File: src/rtl/audio_voice_mixer.sv
`default_nettype none
// ============================================================================
// Module      : audio_voice_mixer
// Description : Multi-voice PCM sample player. Fetches one sample per active
//               voice from a shared single-port sample memory once per
//               output period, sums them with saturation and presents the
//               mix to a codec serializer over a valid/ready handshake.
// Revision    : 1.0 - initial release
// ============================================================================
module audio_voice_mixer #(
  parameter int ADDR_W  = 18,
  parameter int DATA_W  = 16,
  parameter int NUM_CH  = 4,
  parameter int CLK_DIV = 1042
) (
  input  logic                     clk,
  input  logic                     reset,
  input  logic [NUM_CH-1:0]        ch_start,
  input  logic [NUM_CH-1:0]        ch_stop,
  input  logic [NUM_CH-1:0]        ch_loop,
  input  logic [NUM_CH*ADDR_W-1:0] ch_base,
  input  logic [NUM_CH*ADDR_W-1:0] ch_len,
  output logic [NUM_CH-1:0]        ch_busy,
  output logic [ADDR_W-1:0]        mem_address,
  output logic                     mem_read,
  input  logic [DATA_W-1:0]        mem_readdata,
  output logic [DATA_W-1:0]        out_data,
  output logic                     out_valid,
  input  logic                     out_ready,
  output logic                     overrun
);

  // --------------------------------------------------------------------------
  // Derived constants
  // --------------------------------------------------------------------------
  localparam int CNT_W  = (CLK_DIV > 1) ? $clog2(CLK_DIV) : 1;
  localparam int SLOT_W = (NUM_CH > 1) ? $clog2(NUM_CH) : 1;
  // Three guard bits hold the sum of up to eight full-scale voices.
  localparam int ACC_W  = DATA_W + 3;

  localparam logic [CNT_W-1:0]         CNT_LAST  = CNT_W'(CLK_DIV - 1);
  localparam logic [SLOT_W-1:0]        SLOT_LAST = SLOT_W'(NUM_CH - 1);
  localparam logic signed [ACC_W-1:0]  SAT_MAX   = ACC_W'((1 << (DATA_W - 1)) - 1);
  // Bitwise inverse of the positive limit is exactly the negative limit.
  localparam logic signed [ACC_W-1:0]  SAT_MIN   = ~SAT_MAX;

  typedef enum logic [1:0] {
    ST_IDLE = 2'd0,
    ST_ADDR = 2'd1,
    ST_DATA = 2'd2,
    ST_SAT  = 2'd3
  } state_t;

  // --------------------------------------------------------------------------
  // State
  // --------------------------------------------------------------------------
  logic [CNT_W-1:0]              cnt_q, cnt_d;
  logic                          tick;

  logic [NUM_CH-1:0]             start_pend_q, start_pend_d;
  logic [NUM_CH-1:0]             stop_pend_q, stop_pend_d;
  logic [NUM_CH-1:0][ADDR_W-1:0] pend_base_q, pend_base_d;
  logic [NUM_CH-1:0][ADDR_W-1:0] pend_len_q, pend_len_d;
  logic [NUM_CH-1:0]             pend_loop_q, pend_loop_d;

  logic [NUM_CH-1:0]             active_q, active_d;
  logic [NUM_CH-1:0][ADDR_W-1:0] base_q, base_d;
  logic [NUM_CH-1:0][ADDR_W-1:0] len_q, len_d;
  logic [NUM_CH-1:0][ADDR_W-1:0] ptr_q, ptr_d;
  logic [NUM_CH-1:0]             loop_q, loop_d;

  state_t                        state_q, state_d;
  logic [SLOT_W-1:0]             slot_q, slot_d;
  logic signed [ACC_W-1:0]       acc_q, acc_d;
  logic [ADDR_W-1:0]             addr_hold_q, addr_hold_d;

  logic [DATA_W-1:0]             out_data_q, out_data_d;
  logic                          out_valid_q, out_valid_d;
  logic                          overrun_q, overrun_d;

  // Free-running sample-period divider; tick marks the last count.
  always_comb begin
    tick  = (cnt_q == CNT_LAST);
    cnt_d = tick ? '0 : cnt_q + 1'b1;
  end

  // Capture start/stop pulses and start parameters until the next tick.
  always_comb begin
    start_pend_d = (tick ? '0 : start_pend_q) | ch_start;
    stop_pend_d  = (tick ? '0 : stop_pend_q)  | ch_stop;
    pend_base_d  = pend_base_q;
    pend_len_d   = pend_len_q;
    pend_loop_d  = pend_loop_q;
    for (int i = 0; i < NUM_CH; i++) begin
      if (ch_start[i]) begin
        pend_base_d[i] = ch_base[i*ADDR_W +: ADDR_W];
        pend_len_d[i]  = ch_len[i*ADDR_W +: ADDR_W];
        pend_loop_d[i] = ch_loop[i];
      end
    end
  end

  // Voice bookkeeping, frame sequencer, memory strobes and output register.
  always_comb begin
    state_d     = state_q;
    slot_d      = slot_q;
    acc_d       = acc_q;
    active_d    = active_q;
    base_d      = base_q;
    len_d       = len_q;
    ptr_d       = ptr_q;
    loop_d      = loop_q;
    addr_hold_d = addr_hold_q;
    out_data_d  = out_data_q;
    out_valid_d = out_valid_q;
    overrun_d   = overrun_q;
    mem_read    = 1'b0;
    mem_address = addr_hold_q;

    // Consumer took the sample.
    if (out_valid_q && out_ready) begin
      out_valid_d = 1'b0;
    end

    // Pending requests land on the tick, ahead of the frame it launches.
    // The frame is always finished before the next tick, so voice state
    // never changes under a running frame.
    if (tick) begin
      for (int i = 0; i < NUM_CH; i++) begin
        if (stop_pend_q[i]) begin
          active_d[i] = 1'b0;
        end else if (start_pend_q[i] && (pend_len_q[i] != '0)) begin
          active_d[i] = 1'b1;
          ptr_d[i]    = '0;
          base_d[i]   = pend_base_q[i];
          len_d[i]    = pend_len_q[i];
          loop_d[i]   = pend_loop_q[i];
        end
      end
    end

    case (state_q)
      ST_IDLE: begin
        if (tick) begin
          if (out_valid_q) begin
            // Previous mix still unclaimed: drop this frame, keep pointers.
            overrun_d = 1'b1;
          end else begin
            state_d = ST_ADDR;
            slot_d  = '0;
            acc_d   = '0;
          end
        end
      end

      ST_ADDR: begin
        if (active_q[slot_q]) begin
          mem_read    = 1'b1;
          mem_address = base_q[slot_q] + ptr_q[slot_q];
          addr_hold_d = base_q[slot_q] + ptr_q[slot_q];
        end
        state_d = ST_DATA;
      end

      ST_DATA: begin
        if (active_q[slot_q]) begin
          acc_d = acc_q + {{(ACC_W-DATA_W){mem_readdata[DATA_W-1]}}, mem_readdata};
          if (ptr_q[slot_q] == len_q[slot_q] - 1'b1) begin
            ptr_d[slot_q]    = '0;
            active_d[slot_q] = loop_q[slot_q];
          end else begin
            ptr_d[slot_q] = ptr_q[slot_q] + 1'b1;
          end
        end
        if (slot_q == SLOT_LAST) begin
          state_d = ST_SAT;
        end else begin
          slot_d  = slot_q + 1'b1;
          state_d = ST_ADDR;
        end
      end

      ST_SAT: begin
        if (acc_q > SAT_MAX) begin
          out_data_d = SAT_MAX[DATA_W-1:0];
        end else if (acc_q < SAT_MIN) begin
          out_data_d = SAT_MIN[DATA_W-1:0];
        end else begin
          out_data_d = acc_q[DATA_W-1:0];
        end
        out_valid_d = 1'b1;
        state_d     = ST_IDLE;
      end

      default: begin
        state_d = ST_IDLE;
      end
    endcase
  end

  // State registers with synchronous reset.
  always_ff @(posedge clk) begin
    if (reset) begin
      cnt_q        <= '0;
      start_pend_q <= '0;
      stop_pend_q  <= '0;
      pend_base_q  <= '0;
      pend_len_q   <= '0;
      pend_loop_q  <= '0;
      active_q     <= '0;
      base_q       <= '0;
      len_q        <= '0;
      ptr_q        <= '0;
      loop_q       <= '0;
      state_q      <= ST_IDLE;
      slot_q       <= '0;
      acc_q        <= '0;
      addr_hold_q  <= '0;
      out_data_q   <= '0;
      out_valid_q  <= 1'b0;
      overrun_q    <= 1'b0;
    end else begin
      cnt_q        <= cnt_d;
      start_pend_q <= start_pend_d;
      stop_pend_q  <= stop_pend_d;
      pend_base_q  <= pend_base_d;
      pend_len_q   <= pend_len_d;
      pend_loop_q  <= pend_loop_d;
      active_q     <= active_d;
      base_q       <= base_d;
      len_q        <= len_d;
      ptr_q        <= ptr_d;
      loop_q       <= loop_d;
      state_q      <= state_d;
      slot_q       <= slot_d;
      acc_q        <= acc_d;
      addr_hold_q  <= addr_hold_d;
      out_data_q   <= out_data_d;
      out_valid_q  <= out_valid_d;
      overrun_q    <= overrun_d;
    end
  end

  assign ch_busy   = active_q;
  assign out_data  = out_data_q;
  assign out_valid = out_valid_q;
  assign overrun   = overrun_q;

endmodule
`default_nettype wire

File: config.mk
export PLATFORM = sky130hd
export DESIGN_NAME = audio_voice_mixer
export DESIGN_NICKNAME = d
export VERILOG_FILES = /design/src/rtl/audio_voice_mixer.sv
export SDC_FILE = /design/constraint.sdc
export NUM_CORES = 1
export LEC_CHECK = 0
export BUFFER_PORTS_ARGS = -buffer_cell sky130_fd_sc_hd__buf_2
export CAP_MARGIN = 20
export CORE_MARGIN = 2
export CORE_UTILIZATION = 55
export DETAILED_ROUTE_END_ITERATION = 8
export PLACE_DENSITY = 0.75
export SLEW_MARGIN = 40
export SYNTH_ARGS = -nofsm -noshare
export SYNTH_HDL_FRONTEND = slang
export SYNTH_SLANG_ARGS = --single-unit
File: constraint.sdc
create_clock -name clk -period 6.2 [get_ports clk]
set_input_delay 0.93 -clock clk [delete_from_list [all_inputs] [get_ports clk]]
set_output_delay 0.93 -clock clk [all_outputs]
set_load 0.005 [all_outputs]
==> key figures, run 1 <==
Synth
  – Syn_area_per_cell: around 9.7 um2
  – Register bit total from synthesis: 450
  – Post-synth EDFFs: 0
  – Ranking of synthesized cells by area: dfxtp_1, mux2i_1, nor2_1, mux4_2, a32oi_1
  – Area fraction of the dominant cell type after synthesis: 44.88%
  – Distinct cell type count after synthesis: between 60 and 70
  – Yosys top cell by area: dfxtp_1
  – Synth Flop Type: dfxtp_1
  – Syn Nets: 2282
  – Synthesized area: 20070 um2
  – Post-synth ARST share: 0%
  – Post-synthesis sequential area ratio: ~45%
  – Yosys warning total: 0
  – Cells after synthesis: 2062

Clocking
  – CTS tree: yes
  – Clock-pin slew on the worst setup and hold paths: 0.06 ns
  – CTS Buffer Depth: 3
  – Post_cts resized: 0
  – H-Tree Depth: 2
  – Cts hold-fix bufs: 0
  – Worst-Skew Late Latency: 0.60 ns
  – Root Driver: clkbuf_16
  – Clock sink count: 450
  – Number of setup buffers added after CTS: 0
  – CTS buffer count: 47

Global routing
  – Grt ovf: 0
  – Number of antenna violations at the first check in global routing: 0
  – Total GRT Usage: between 20 and 30%
  – Pin count of the biggest net entering global routing: around 160
  – First-pass GRT wire length: between 80000 and 90000 um
  – Vias in the first global route: ~15000

Worst setup path
  – CP Data Arrival Time: approximately 4.5 ns
  – Crit-path cells: buf_4 > mux4_2 > ha_1 > inv_1 > fa_1 > nor2b_1 > o21a_1 > o21ai_0 > a31oi_1 > o211ai_1 > nand2_1 > o21ai_0 > mux2i_1 > nand2_1 > buf_2
  – Worst reg2reg path endpoint: ptr_q[10]$_SDFF_PP0_
  – Critical R2R Launch: slot_q[0]$_SDFFE_PP0P_
  – Worst EP required: ~5.3 ns
  – Worst-path fanout max: 31
  – Worst reg-to-reg setup slack: 1.51 ns
  – Setup crit start kind: flip-flop
  – Endpoint class of the critical path: primary output
  – WS Path Type: reg -> out
  – R2r worst-path depth: 10
  – Max stage delay on crit path: approximately 0.7 ns
  – Highest-delay cell along the critical path: dfxtp_4

Layout
  – Commonest cells after routing, fill and taps aside: dfxtp_1, nor2_1, mux2i_1
  – Layout cells sized above 1: between 10% and 20%
  – FILL cells: approximately 2900
  – Commonest non-fill, non-tap cell in the layout: dfxtp_1
  – Antenna diode count: 0
  – Design area: 22890 um2
  – NumNets Final: 2427
  – Layout Area Growth over Synthesis: 14.01%

Power
  – Max VDD drop: roughly 0.26 mV
  – Pwr Density: 262.2 nW/um2
  – Pleak: between 10 and 15 nW

Min path
  – HP Start: out_data[11]$_SDFFE_PP0P_
  – Worst hold path stage count: 2
  – Worst hold endpoint: out_data[11]$_SDFFE_PP0P_
  – Hold/Removal Path Class: reg -> reg

Detailed routing
  – Post-DRT Antenna Nets: 0
  – Via Count: roughly 16000
  – Pre-antenna DRT Iters: 5
  – Via density: a little under 6
  – Final wirelength: ~54000 um
  – DRC viols: 0
  – Initial DRC Count: between 1000 and 1500
  – Drt wl/cell: 19.87 um

Floorplan
  – Core area: 35740 um2
  – # rows: slightly below 70
  – Die X: approximately 200 um
  – I/O pin cnt: 216
  – Initial Util: a little under three fifths
  – Die span in y: between 150 and 200 um
  – Die Area: ~38000 um2

Timing
  – RSZ-0062 raised after global routing: false
  – Final setup fails: 0
  – Fin Clk Skew: about 0.035 ns
  – Final hold violation count: 0
  – Worst rel slew slack: between 40% and 50%
  – Final Hold Slack: around 0.45 ns
  – Final setup TNS: 0 ns
  – Final period utilization: 87.44%
  – Final Slew Violations: 0
  – Worst-Margin Slew: a little under 0.9 ns
  – Fmax: ~180 MHz
  – Fin crit period: roughly 5.4 ns

Placed design
  – Port bufs: about 220
  – Hpwl dp: about 38000 um
  – Area post-placement: 21390 um2
  – Gpl congestion: between 0.8 and 0.9

Outcome
  – Outcome: finished clean

Job
  – Max Cap Violations: 0
-- cell usage after synthesis, drive strengths merged (6+ instances only) --
cell	number
nand3	35
a211oi	7
buf	37
inv	30
and2	9
nand3b	10
xnor2	34
a22oi	9
o31ai	11
or4	7
nor3b	9
o211ai	8
nor2b	27
nor2	426
nor3	16
a32oi	62
nor4	19
o21ai	52
or2	6
and3	16
nand2	99
nand4	7
or3	9
nor4b	6
ha	43
dfxtp	450
mux4	57
xor2	27
a31oi	7
a32o	8
clkbuf	100
mux2i	297
a21o	11
a21oi	69
-- layer usage --
layer	GRT usage [%]	up-vias	part of all wire [%]
met5	0	-	0
met3	4.870	92	6.8
met1	37.37	7779	44
li1	-	7614	-
met2	44.60	581	47
met4	8.906	0	2.2
-- cell families (layout without fill, tap and decap cells) --
kind of cell             after synthesis  in the layout  synth area share [%]
AO/OA/AOI/OAI                        269            269                 9.243
adder cells (fa/ha/maj)               45             45                 2.880
multiplexers                         356            356                 21.32
flip-flops                           450            450                 44.88
buffers and inverters                168            345                 3.222
AND/OR/NAND/NOR                      713            713                 15.80
XOR/XNOR                              61             61                 2.661
-- per-stage QoR --
stage	std cells	utilization, %	power, mW	worst slack, ns
after floorplan	2062	-	3.222	0.6996
after global placement	2618	59.81	3.336	1.506
after detailed placement	2618	59.84	3.346	1.367
after CTS	2699	63.97	6.023	0.7427
after global routing	2700	64.03	6.169	0.4029
final	2700	64.03	6.001	0.7790
-- report_power, final --
part	total [mW]	internal (mW)	switching, mW	leakage (nW)
combinational	0.274	0.123	0.150	6.10
sequential	3.01	2.95	0.0579	3.66
clock	2.72	1.55	1.16	0.729
total	6.00	4.63	1.37	10.5
-- sequential cells by signal, indices dropped and copies added (netlist names), 11 cells and up --
signal and count:
base_q 72, len_q 72, pend_base_q 72, pend_len_q 72, ptr_q 72, acc_q 19, addr_hold_q 18, out_data 16
cnt_q 11
-- critical path: cells and delay by family, from the launching register on --
| family | cells | cell delay (ns) |
|---|---|---|
| AO/OA/AOI/OAI | 5 | 1.16 |
| flip-flops | 1 | 0.72 |
| AND/OR/NAND/NOR | 3 | 0.24 |
| multiplexers | 2 | 0.67 |
| buffers and inverters | 3 | 0.64 |
| adder cells (fa/ha/maj) | 2 | 0.44 |
-- final cells by class --
type                       count  area, um2  share of cell area [%]
inverter                      31      116.4                  0.5084
clock buffer                  68       1346                   5.882
multi-input combinational   1444      10450                   45.64
sequential                   450       9014                   39.38
clock inverter                13      131.4                  0.5740
timing repair buffer         233       1256                   5.489
tap                          461      576.8                   2.520
-- worst max path at each step --
| stage | startpoint | end | slack (ns) | cells past startpoint |
|---|---|---|---|---|
| floorplan | slot_q[1]$_SDFFE_PP0P_ | mem_address[17] | 0.70 | 13 |
| global placement | slot_q[0]$_SDFFE_PP0P_ | mem_address[16] | 1.51 | 15 |
| detailed placement | slot_q[0]$_SDFFE_PP0P_ | mem_address[16] | 1.37 | 15 |
| CTS | slot_q[0]$_SDFFE_PP0P_ | mem_address[16] | 0.74 | 15 |
| global route | slot_q[0]$_SDFFE_PP0P_ | mem_address[16] | 0.40 | 15 |
| finish | slot_q[0]$_SDFFE_PP0P_ | mem_address[16] | 0.78 | 15 |
Power figures use the tool's default switching activity.
==> run 2: changes to the inputs <==
--- a/config.mk
+++ b/config.mk
@@ -5,12 +5,12 @@
 export SDC_FILE = /design/constraint.sdc
 export NUM_CORES = 1
 export LEC_CHECK = 0
-export BUFFER_PORTS_ARGS = -buffer_cell sky130_fd_sc_hd__buf_2
 export CAP_MARGIN = 20
 export CORE_MARGIN = 2
 export CORE_UTILIZATION = 55
 export DETAILED_ROUTE_END_ITERATION = 8
-export PLACE_DENSITY = 0.75
+export DONT_BUFFER_PORTS = 1
+export PLACE_DENSITY = 0.7
 export SLEW_MARGIN = 40
 export SYNTH_ARGS = -nofsm -noshare
 export SYNTH_HDL_FRONTEND = slang
==> key figures, run 2 (same netlist as run 1, synthesis figures left out) <==
Timing
  – Fin crit period: 5.455 ns (+0.03356 ns)
  – Final period utilization: 87.98% (+0.54 points)
  – Worst rel slew slack: 2.074% (-39 points)
  – RSZ-0062 raised after global routing: false
  – Final hold violation count: 0 (unchanged)
  – Worst-Margin Slew: 1.469 ns (+0.5893 ns)
  – Fmax: 183.3 MHz (-0.62%)
  – Final setup fails: 0 (unchanged)
  – Final Slew Violations: 0 (unchanged)
  – Fin Clk Skew: 0.02629 ns (-0.008419 ns)
  – Final setup TNS: 0 ns (unchanged)

Layout
  – FILL cells: 2987 (+2.6%)
  – Commonest cells after routing, fill and taps aside: dfxtp_1, nor2_1, mux2i_1
  – Storage cell area: 9014 um2 (unchanged)
  – Area of the multi-input gates: 10450 um2 (about the same)
  – Layout Area Growth over Synthesis: 8.913%
  – Post-layout util: 61.17% (-2.9 points)
  – Layout cells sized above 1: 8.453% (-8.7 points)
  – Commonest non-fill, non-tap cell in the layout: dfxtp_1
  – NumNets Final: 2207 (-9.1%)

Clocking
  – CTS Buffer Depth: 3 (unchanged)
  – CTS buffer count: 46 (-2.1%)
  – Post_cts resized: 0 (unchanged)
  – Clock sink count: 450 (unchanged)
  – Cts hold-fix bufs: 0 (unchanged)
  – Worst-Skew Late Latency: 0.60 ns (about the same)
  – Number of setup buffers added after CTS: 0 (unchanged)
  – Clock-pin slew on the worst setup and hold paths: 0.06 ns (about the same)
  – H-Tree Depth: 2 (unchanged)
  – Root Driver: clkbuf_16
  – CTS tree: yes

Worst setup path
  – WS Path Type: reg -> out
  – Setup crit start kind: flip-flop
  – Worst reg2reg path endpoint: ptr_q[41]$_SDFF_PP0_
  – Critical R2R Launch: slot_q[0]$_SDFFE_PP0P_
  – Worst EP required: 5.27 ns (about the same)
  – R2r worst-path depth: 11 (+1)
  – Endpoint class of the critical path: primary output
  – Worst reg-to-reg setup slack: 1.79 ns (+0.28 ns)
  – CP Data Arrival Time: 4.52 ns (+0.03 ns)
  – Worst-path fanout max: 25 (-19%)

Global routing
  – Grt ovf: 0 (unchanged)
  – Vias in the first global route: 14490 (-6.3%)
  – First-pass GRT wire length: 81030 um (-3.0%)
  – Pin count of the biggest net entering global routing: 443 (+180%)
  – Number of antenna violations at the first check in global routing: 3 (+3)
  – Total GRT Usage: 26.89% (-0.60 points)

Job
  – Max Cap Violations: 0 (unchanged)

Min path
  – Worst hold path stage count: 1 (-1)
  – Hold/Removal Path Class: in -> reg
  – HP Start: reset
  – Worst hold endpoint: out_data[15]$_SDFFE_PP0P_

Detailed routing
  – Drt wl/cell: 20.92 um (+5.3%)
  – Via density: 6.049 (+1.7%)
  – Initial DRC Count: 1241 (-15%)
  – Post-DRT Antenna Nets: 0 (unchanged)
  – DRC viols: 0 (unchanged)
  – Via Count: 15050 (-6.3%)
  – Pre-antenna DRT Iters: 5 (unchanged)
  – Final wirelength: 52050 um (-3.0%)

Power
  – Pwr Density: 274.2 nW/um2 (+4.6%)
  – Max VDD drop: 0.2386 mV (-8.8%)
  – Pleak: 9.597 nW (-8.5%)

Floorplan
  – Initial Util: 56.16% (unchanged)
  – Die X: 195.0 um (unchanged)
  – Die span in y: 195.0 um (unchanged)
  – Die Area: 38040 um2 (unchanged)
  – Core area: 35740 um2 (unchanged)
  – I/O pin cnt: 216 (unchanged)
  – # rows: 69 (unchanged)

Outcome
  – Outcome: finished clean

Placed design
  – Port bufs: 0 (-100%)
  – Hpwl dp: 36460 um (-3.0%)
  – Gpl congestion: 0.9299 (+6.8%)
run 2: changes by cell type in the layout (fill, tap and decap cells not counted), moves of 3 or more:
cell | before | now
buf_4 | 15 | 12
clkbuf_1 | 13 | 10
buf_2 | 213 | 0
diode_2 | 0 | 4
clkbuf_8 | 7 | 11
run 2: how the worst max path moves through the flow:
stage                           start         endpoint  slack, ns  depth (start not counted)
3_3_place_gp   slot_q[0]$_SDFFE_PP0P_  mem_address[17]       1.41                         12
6_report       slot_q[0]$_SDFFE_PP0P_  mem_address[17]       0.75                         12
3_5_place_dp   slot_q[0]$_SDFFE_PP0P_  mem_address[17]       1.37                         12
2_1_floorplan  slot_q[1]$_SDFFE_PP0P_  mem_address[17]       0.70                         13
4_1_cts        slot_q[0]$_SDFFE_PP0P_  mem_address[17]       0.72                         12
5_1_grt        slot_q[0]$_SDFFE_PP0P_  mem_address[17]       0.41                         12
run 2: critical path, cell delays in order, from the launching register on:
cell and delay, ns:
dfxtp_4 0.65, buf_4 0.42, mux4_2 0.62, ha_1 0.31, a21o_1 0.12, a21o_1 0.15, a21oi_1 0.09, o21ai_0 0.34
a21oi_1 0.15, o21ai_0 0.17, o21ai_0 0.16, or4_1 0.55, nand3_1 0.18
run 2: cell type report:
type / count / area share, %
inverter: 31 / 0.5322
tap: 461 / 2.638
clock inverter: 16 / 0.9557
timing repair buffer: 14 / 0.5723
antenna: 4 / 0.04578
clock buffer: 68 / 6.244
sequential: 450 / 41.23
multi-input combinational: 1444 / 47.79
run 2: power by group:
| group | total [mW] | switching (mW) | internal, mW |
|---|---|---|---|
| Clock | 2.85 | 1.19 | 1.66 |
| Combinational | 0.135 | 0.0535 | 0.0817 |
| Sequential | 3.01 | 0.0546 | 2.95 |
run 2: routing by layer:
layer  routed length, um  up-vias  GRT usage (%)  part of all wire (%)
li1                    -     7179              -                     -
met1               22940     7251          36.06                    44
met2               23800      530          42.53                    46
met3                3725       90          5.941                   7.2
met4                1590        0          10.35                   3.1
met5                   0        -              0                     0
run 2: metrics by stage:
stage	hold WS [ns]	setup WS, ns	power (mW)	area, um2	std cells
2_1_floorplan	0.4332	0.6996	3.222	20070	2062
3_3_place_gp	0.4454	1.407	3.198	20250	2399
3_5_place_dp	0.4530	1.370	3.205	20270	2400
4_1_cts	0.4156	0.7245	6.033	21840	2484
5_1_grt	0.4277	0.4125	6.160	21860	2487
6_report	0.4046	0.7454	5.996	21860	2488
